`config.mk`:
```
export PLATFORM = sky130hd
export DESIGN_NAME = reg_dump_streamer
export DESIGN_NICKNAME = d
export VERILOG_FILES = /design/src/rtl/reg_dump_pkg.sv /design/src/rtl/reg_dump_snapshot.sv /design/src/rtl/reg_dump_streamer.sv
export SDC_FILE = /design/constraint.sdc
export NUM_CORES = 2
export LEC_CHECK = 0
export BUFFER_PORTS_ARGS = -buffer_cell sky130_fd_sc_hd__buf_2
export CORE_AREA = 2 2 413 415
export CTS_CLUSTER_DIAMETER = 200
export DETAILED_ROUTE_END_ITERATION = 16
export DIE_AREA = 0 0 415 417
export HOLD_SLACK_MARGIN = 0.06
export SETUP_SLACK_MARGIN = 0.5
export SLEW_MARGIN = 30
export SYNTH_ARGS = -nofsm -noshare
export SYNTH_HDL_FRONTEND = slang
export SYNTH_SLANG_ARGS = --single-unit
```
`constraint.sdc`:
```
create_clock -name clk -period 93.4 [get_ports clk]
set_clock_uncertainty 0.2 [all_clocks]
set_input_delay 9.34 -clock clk [delete_from_list [all_inputs] [get_ports clk]]
set_output_delay 9.34 -clock clk [all_outputs]
set_load 0.05 [all_outputs]
```
`src/rtl/reg_dump_pkg.sv`:
```
// Shared definitions for the register-dump streamer: default bus geometry,
// FSM state codes and the flat-bus word extractor.
// Optional feature macro: REG_DUMP_CHECKSUM_EN (adds the CSUM state).
package reg_dump_pkg;

  // Default geometry of the CPU debug bus
  localparam int unsigned NUM_REGS_DEF = 32;
  localparam int unsigned DATA_W_DEF   = 32;

  // Upper bounds handled by bus_word(); larger buses need these raised
  localparam int unsigned MAX_BUS_W  = 4096;
  localparam int unsigned MAX_WORD_W = 64;

  // FSM state encoding
  localparam int unsigned STATE_W = 3;
  typedef logic [STATE_W-1:0] state_t;

  localparam state_t ST_IDLE   = 3'd0;
  localparam state_t ST_SCAN   = 3'd1;
  localparam state_t ST_SEND   = 3'd2;
  localparam state_t ST_FINISH = 3'd3;
`ifdef REG_DUMP_CHECKSUM_EN
  localparam state_t ST_CSUM   = 3'd4;
`endif

  // Word idx of a flat bus with width-bit words; caller truncates to its width
  function automatic logic [MAX_WORD_W-1:0] bus_word(input logic [MAX_BUS_W-1:0] bus,
                                                     input int unsigned idx,
                                                     input int unsigned width);
    return MAX_WORD_W'(bus >> (idx * width));
  endfunction

endpackage

```
`src/rtl/reg_dump_snapshot.sv`:
```
// Snapshot store for the register dump: NUM_REGS x DATA_W capture register,
// indexed read port and (with REG_DUMP_CHECKSUM_EN) the XOR of all words.
module reg_dump_snapshot
  import reg_dump_pkg::*;
#(
  parameter int unsigned NUM_REGS = NUM_REGS_DEF,
  parameter int unsigned DATA_W   = DATA_W_DEF,
  parameter int unsigned IDX_W    = $clog2(NUM_REGS + 1)
) (
  input  logic                       clk,
  input  logic                       reset,
  input  logic                       capture,
  input  logic [NUM_REGS*DATA_W-1:0] reg_debug,
  input  logic [IDX_W-1:0]           rd_index,
  output logic [DATA_W-1:0]          rd_data
`ifdef REG_DUMP_CHECKSUM_EN
  ,
  output logic [DATA_W-1:0]          csum
`endif
);

  localparam int unsigned SEL_W = (NUM_REGS > 1) ? $clog2(NUM_REGS) : 1;

  logic [DATA_W-1:0] snap [NUM_REGS];

  // Capture every word of the debug bus in the same cycle
  always_ff @(posedge clk or posedge reset) begin
    if (reset) begin
      for (int unsigned i = 0; i < NUM_REGS; i++) snap[i] <= '0;
    end else if (capture) begin
      for (int unsigned i = 0; i < NUM_REGS; i++)
        snap[i] <= DATA_W'(bus_word(MAX_BUS_W'(reg_debug), i, DATA_W));
    end
  end

  // Read mux; the index is only ever driven with values below NUM_REGS
  assign rd_data = snap[SEL_W'(rd_index)];

`ifdef REG_DUMP_CHECKSUM_EN
  // XOR reduction over the whole snapshot, skipped words included
  always_comb begin
    csum = '0;
    for (int unsigned i = 0; i < NUM_REGS; i++) csum = csum ^ snap[i];
  end
`endif

endmodule

```
`src/rtl/reg_dump_streamer.sv`:
```
// Register-dump streamer: snapshots the flattened register-file debug bus on
// start and emits one (index, value) entry per valid/ready transfer,
// optionally omitting zero-valued registers.
// Optional feature macro: REG_DUMP_CHECKSUM_EN (trailing XOR checksum entry
// at index NUM_REGS).
module reg_dump_streamer
  import reg_dump_pkg::*;
#(
  parameter int unsigned NUM_REGS = NUM_REGS_DEF,
  parameter int unsigned DATA_W   = DATA_W_DEF,
  parameter int unsigned IDX_W    = $clog2(NUM_REGS + 1)
) (
  input  logic                       clk,
  input  logic                       reset,
  input  logic                       start,
  input  logic                       skip_zero,
  input  logic [NUM_REGS*DATA_W-1:0] reg_debug,
  output logic                       out_valid,
  input  logic                       out_ready,
  output logic [DATA_W-1:0]          out_data,
  output logic [IDX_W-1:0]           out_index,
  output logic                       busy,
  output logic                       done
);

  localparam logic [IDX_W-1:0] LAST_IDX = IDX_W'(NUM_REGS - 1);

  state_t            state, state_nxt;
  logic [IDX_W-1:0]  idx, idx_nxt;
  logic              mode, mode_nxt;
  logic              out_valid_nxt, busy_nxt, done_nxt;
  logic [DATA_W-1:0] out_data_nxt;
  logic [IDX_W-1:0]  out_index_nxt;
  logic              capture_c;
  logic              wrap_c;
  logic [DATA_W-1:0] snap_word;
`ifdef REG_DUMP_CHECKSUM_EN
  logic [DATA_W-1:0] csum_word;
`endif

  reg_dump_snapshot #(
    .NUM_REGS (NUM_REGS),
    .DATA_W   (DATA_W),
    .IDX_W    (IDX_W)
  ) u_snapshot (
    .clk       (clk),
    .reset     (reset),
    .capture   (capture_c),
    .reg_debug (reg_debug),
    .rd_index  (idx),
    .rd_data   (snap_word)
`ifdef REG_DUMP_CHECKSUM_EN
    ,
    .csum      (csum_word)
`endif
  );

  // Next-state and next-output logic; wrap_c marks "last register handled"
  always_comb begin
    state_nxt     = state;
    idx_nxt       = idx;
    mode_nxt      = mode;
    out_valid_nxt = out_valid;
    out_data_nxt  = out_data;
    out_index_nxt = out_index;
    busy_nxt      = busy;
    done_nxt      = 1'b0;
    capture_c     = 1'b0;
    wrap_c        = 1'b0;

    case (state)
      ST_IDLE: begin
        if (start) begin
          capture_c = 1'b1;
          mode_nxt  = skip_zero;
          idx_nxt   = '0;
          busy_nxt  = 1'b1;
          state_nxt = ST_SCAN;
        end
      end
      ST_SCAN: begin
        if (mode && (snap_word == '0)) begin
          if (idx == LAST_IDX) wrap_c = 1'b1;
          else                 idx_nxt = idx + IDX_W'(1);
        end else begin
          out_data_nxt  = snap_word;
          out_index_nxt = idx;
          out_valid_nxt = 1'b1;
          state_nxt     = ST_SEND;
        end
      end
      ST_SEND: begin
        if (out_ready) begin
          out_valid_nxt = 1'b0;
          if (idx == LAST_IDX) begin
            wrap_c = 1'b1;
          end else begin
            idx_nxt   = idx + IDX_W'(1);
            state_nxt = ST_SCAN;
          end
        end
      end
`ifdef REG_DUMP_CHECKSUM_EN
      ST_CSUM: begin
        if (out_ready) begin
          out_valid_nxt = 1'b0;
          done_nxt      = 1'b1;
          busy_nxt      = 1'b0;
          state_nxt     = ST_FINISH;
        end
      end
`endif
      ST_FINISH: begin
        state_nxt = ST_IDLE;
      end
      default: begin
        state_nxt = ST_IDLE;
      end
    endcase

    if (wrap_c) begin
`ifdef REG_DUMP_CHECKSUM_EN
      out_data_nxt  = csum_word;
      out_index_nxt = IDX_W'(NUM_REGS);
      out_valid_nxt = 1'b1;
      state_nxt     = ST_CSUM;
`else
      done_nxt  = 1'b1;
      busy_nxt  = 1'b0;
      state_nxt = ST_FINISH;
`endif
    end
  end

  // State and registered outputs
  always_ff @(posedge clk or posedge reset) begin
    if (reset) begin
      state     <= ST_IDLE;
      idx       <= '0;
      mode      <= 1'b0;
      out_valid <= 1'b0;
      out_data  <= '0;
      out_index <= '0;
      busy      <= 1'b0;
      done      <= 1'b0;
    end else begin
      state     <= state_nxt;
      idx       <= idx_nxt;
      mode      <= mode_nxt;
      out_valid <= out_valid_nxt;
      out_data  <= out_data_nxt;
      out_index <= out_index_nxt;
      busy      <= busy_nxt;
      done      <= done_nxt;
    end
  end

endmodule

```
# == Word-level counts from Yosys, hierarchy flattened ==
# Cells that the tools add are included.
# op_classes
n_mux,27
bitwise,2
reduce_logical,13
addsub,1
n_eq_ne,11
magnitude_cmp,1
# ops
operator,n
$bmux W32 S5,1
$mux W32,2
$logic_not A32 Y1,1
$mux W6,4
$pmux W6 S3,1
$mux W3,5
$ne A3 B3 Y1 const B,4
$mux W1,11
$pmux W3 S3,1
$ne A2 B2 Y1 const B,4
$reduce_and A4 Y1,2
$add A6 B1 Y6 const B,1
$eq A6 B5 Y1 const B,1
$ge A6 B6 Y1 const B,1
$not A5 Y6,1
$reduce_and A2 Y1,3
$reduce_bool A2 Y1,3
$pmux W1 S2,2
$eq A3 B1 Y1 const B,1
$eq A3 B2 Y1 const B,1
$logic_not A3 Y1,1
$reduce_and A3 Y1,1
$reduce_bool A3 Y1,1
$logic_and A1 B1 Y1,1
$not A1 Y1,1
# word_totals
regBits,1075
wordCells,95
inputBits,1029

# == Depth between registers and ports, before layout ==
# logic_depth
depth_word,10
depth_mapped,16

# == Cells and area by module ==
# From an unflattened synthesis, not the netlist that was laid out.
# hier_totals
hier_cells,3575
hier_area_um2,48903.2
# modules_own_cells
mod,n_inst,cells_each,area_each_um2,seq_area_each_um2
reg_dump_snapshot,1,3321,46634.7,25624.6
reg_dump_streamer,1,254,2268.4,1251.2

# == Least setup slack after synthesis ==
# Ideal clock, no wire load.
# synth_timing
path_type,input port to flip-flop
start,input port start
end,register u_snapshot.snap[41] (netlist name)
path_slack_ns,82.049
t_arrival_ns,11.026
cell_stages,6
setup_time_ns,0.125
required_ns,93.075
cell_sequence,and2_1 > clkbuf_1 > clkbuf_1 > clkbuf_1 > clkbuf_1 > mux2_2
# synth_via
elab_chain_cells,2
# synth_lines
item,line,source
"start, declared",reg_dump_streamer.sv:15,"input logic start,"
$mux W1,reg_dump_streamer.sv:73,if (start) begin
$mux W1,reg_dump_streamer.sv:71,case (state)
"end signal, assigned by index",reg_dump_snapshot.sv:32,"snap[i] <= DATA_W'(bus_word(MAX_BUS_W'(reg_debug), i, DATA_W));"
"end, declared",reg_dump_snapshot.sv:24,logic [DATA_W-1:0] snap [NUM_REGS];
# Every way passes these cells.
# A chain may end at the register's enable or synchronous reset.

# == Final worst setup path ==
# layout_timing
start,input port start
end,register u_snapshot.snap[772] (netlist name)
# Same word-level chain as after synthesis.

==> flow_metrics.py <==
metrics = {
    "critical_path": {
        "crit_path_top_delay_cell": "buf_4",
        "required_ns": 93.86,
        "cp_data_arrival_time_ns": 13.81,
        "crit_top_cell": "buf_4",
        "crit_path_start_kind": "input port",
        "critical_path.endpoint_type": "flip-flop",
        "crit_chain": "buf_2, and2_4, buf_4, buf_4, buf_4, buf_4, mux2_2",
        "critPathTopFamily": "buffers and inverters",
        "worst-setup-path-type": "input port to flip-flop",
        "critPathMaxFanout": 67,
        "worstPathBufferInverterCount": 5,
        "critPathMaxStageDelay_ns": 0.79,
    },
    "global_routing": {
        "grt_pass1_wl_um": 271000,
        "grt_max_degree": 184,
        "antenna_found_initial": 128,
        "grt_pass1_vias": 33809,
        "grt_overflow": 0,
        "grt.total_usage": 0.226,
    },
    "placement": {
        "globalplace.congestion": 0.885,
        "placed_area_mm2": 0.0560,
        "dp_hpwl_um": 156000,
        "io_buffers": 1069,
    },
    "floorplan": {
        "core_area_mm2": 0.169,
        "die_h_um": 417,
        "rows": 151,
        "die_area_mm2": 0.173,
        "die_w_um": 415,
        "initial_core_util": 0.286,
        "io-pin-count": 1070,
    },
    "cells_and_area": {
        "final_area_mm2": 0.0602,
        "area_growth_pct": 25.1,
        "final_nets": 5191,
        "layout-drive-gt1-share": 0.610,
    },
    "hold_path": {
        "min_path_type": "flip-flop to flip-flop",
    },
    "cts": {
        "cts_max_level": 3,
        "holdBufCountCts": 0,
        "post_cts_buffers": 0,
        "root_buffer": "clkbuf_16",
        "path_clk_slew_ns": 0.06,
        "max-clock-path-buffers": 3,
        "cts_tree": "built",
        "post_cts_resized": 0,
        "clk_latency_ns": 0.78,
        "numClockSinks": 1074,
        "numCtsBuffers": 120,
    },
    "drt": {
        "drt_iter0_drc": 2481,
        "postRouteAntennaNets": 0,
        "wl_per_cell_um": 30.7,
        "routed_wl_um": 200000,
        "remaining_drc_errors": 0,
        "dr.pass1.iters": 7,
        "via_count": 32647,
        "routed_via_density": 5.00,
    },
    "synthesis": {
        "synthDominantCellAreaShare": 0.558,
        "synth_cells": 3118,
        "yosysUniqueCellTypes": 59,
        "synth-seq-cells": 1074,
        "synth_commonest_cells": "1074 x dfrtp_1, 1048 x mux2_2, 178 x mux4_2, 171 x mux2i_1, 148 x clkbuf_1",
        "synthArstFlopShare": 1.00,
        "ys_top_cells_by_area": "dfrtp_1 56%, mux2_2 25%, mux4_2 8.3%",
        "synth_ff_type": "dfrtp_1",
        "synth_fp_nets": 4152,
        "yosysWarnings": 0,
        "synth-edff-count": 0,
        "yosysSeqAreaShare": 0.558,
        "yosys.area.top_type": "dfrtp_1",
        "avgSynthCellArea_um2": 15.4,
        "syn_area_mm2": 0.0481,
        "yosysMostFrequentCell": "dfrtp_1",
    },
    "job": {
        "maxCapViolCount": 0,
    },
    "run_status": {
        "run_status": "completed",
    },
    "timing": {
        "report.final.slew_viol_count": 0,
        "fmax_mhz": 74.9,
        "setup_tns_ns": 0,
        "tightest_slew_ns": 1.04,
        "rsz0062_at_grt": "no",
        "setup_viol": 0,
        "final_hold_viol_count": 0,
        "period_share": 0.143,
        "period_needed_ns": 13.35,
        "slew_headroom": 0.305,
    },
    "power_and_ir_drop": {
        "peakVddDrop_mv": 0.0203,
        "power.density_mw_per_mm2": 36.0,
        "power_leakage_nw": 25.7,
    },
}
## stage by stage
step                      total power, mW  hold slack (ns)  setup slack, ns  cells   util
after global placement               1.68            0.260            79.35   6247  0.332
after CTS                            2.19            0.279            80.18   6466  0.356
final                                2.16            0.276            80.05   6533  0.357
after global routing                 2.27            0.284            79.85   6522  0.357
after floorplan                      1.39            0.275            53.63   3118      -
after detailed placement             1.70            0.265            79.32   6248  0.332
## where the power goes
| part | internal [mW] | total [mW] | switching [mW] |
|---|---|---|---|
| Sequential | 0.705 | 0.855 | 0.149 |
| Combinational | 0.420 | 0.830 | 0.410 |
| Clock | 0.275 | 0.480 | 0.205 |
| Total | 1.40 | 2.16 | 0.765 |
## logic make-up (layout without fill, tap and decap cells)
| group | after synthesis | count (layout) | share of synthesized area |
|---|---|---|---|
| other | 0 | 62 | 0 |
| DFF | 1074 | 1074 | 0.558 |
| AOI/OAI and AO/OA | 248 | 248 | 0.0375 |
| buffers and inverters | 236 | 1371 | 0.0226 |
| and+or+nand+nor | 156 | 156 | 0.0157 |
| adders and majority gates | 5 | 5 | 0.00130 |
| muxes | 1399 | 1399 | 0.365 |
## placed cells by master, fill, tap and decap left out, types with 6 or more instances in the layout
cell and count:
dfrtp_1 1069, buf_2 1069, mux2_2 1048, mux4_2 178
mux2i_1 171, clkbuf_16 120, nand2_1 70, diode_2 62
buf_4 60, o21ai_0 45, a21oi_1 31, clkbuf_1 30
a22oi_1 29, o221ai_1 27, clkbuf_8 23, a221oi_1 18
nor2_1 18, clkinv_2 18, a22o_1 15, nand3_1 10
and2_1 9, nand4_1 8, inv_1 8, o221ai_2 7
o22ai_1 7, a221o_1 7, clkinvlp_4 7, bufinv_16 7
nor2b_1 6, a211oi_1 6, a2bb2oi_1 6, o31ai_1 6
o211ai_1 6
## area by class of cell
cell class,instances,area [um2]
Inverter,11,48.8
Antenna cell,62,155
Clock inverter,45,538
Tap cell,2218,2780
Clock buffer,173,3430
Fill cell,16546,108000
Multi-Input combinational cell,1808,20300
Timing Repair Buffer,1142,6020
Sequential cell,1074,26900
## worst min-delay path: stages, from the launching register on
cell and delay [ns]:
dfrtp_1 0.34, nand2_1 0.05, nand2_1 0.05
## final timing paths
check,slack [ns],end,start,cells past startpoint
worst max-delay path,80.05,u_snapshot.snap[772]$_DFFE_PP0P_,start,7
worst min-delay path,0.28,out_data[28]$_DFFE_PP0P_,out_data[28]$_DFFE_PP0P_,2
worst max register to register,86.48,idx[0]$_DFFE_PP0P_,idx[0]$_DFFE_PP0P_,12
worst min register to register,0.28,out_data[28]$_DFFE_PP0P_,out_data[28]$_DFFE_PP0P_,2
max in group asynchronous,81.40,u_snapshot.snap[432]$_DFFE_PP0P_,reset,5
min in group asynchronous,8.52,u_snapshot.snap[562]$_DFFE_PP0P_,reset,2
## layer usage
metal  track usage  up-vias  wire (um)
li1              -    13881          -
met1         0.283    17173      81400
met2         0.377     1166      98900
met3        0.0502      365      11300
met4        0.0944       62       8330
met5             0        -        365
## registers in the layout, indices dropped and copies added (netlist names)
| name | cells |
|---|---|
| out_index | 6 |
| busy | 1 |
| state | 2 |
| done | 1 |
| u_snapshot.snap | 1024 |
| out_data | 32 |
| out_valid | 1 |
| idx | 6 |
| mode | 1 |
(Power assumes the default switching activity.)
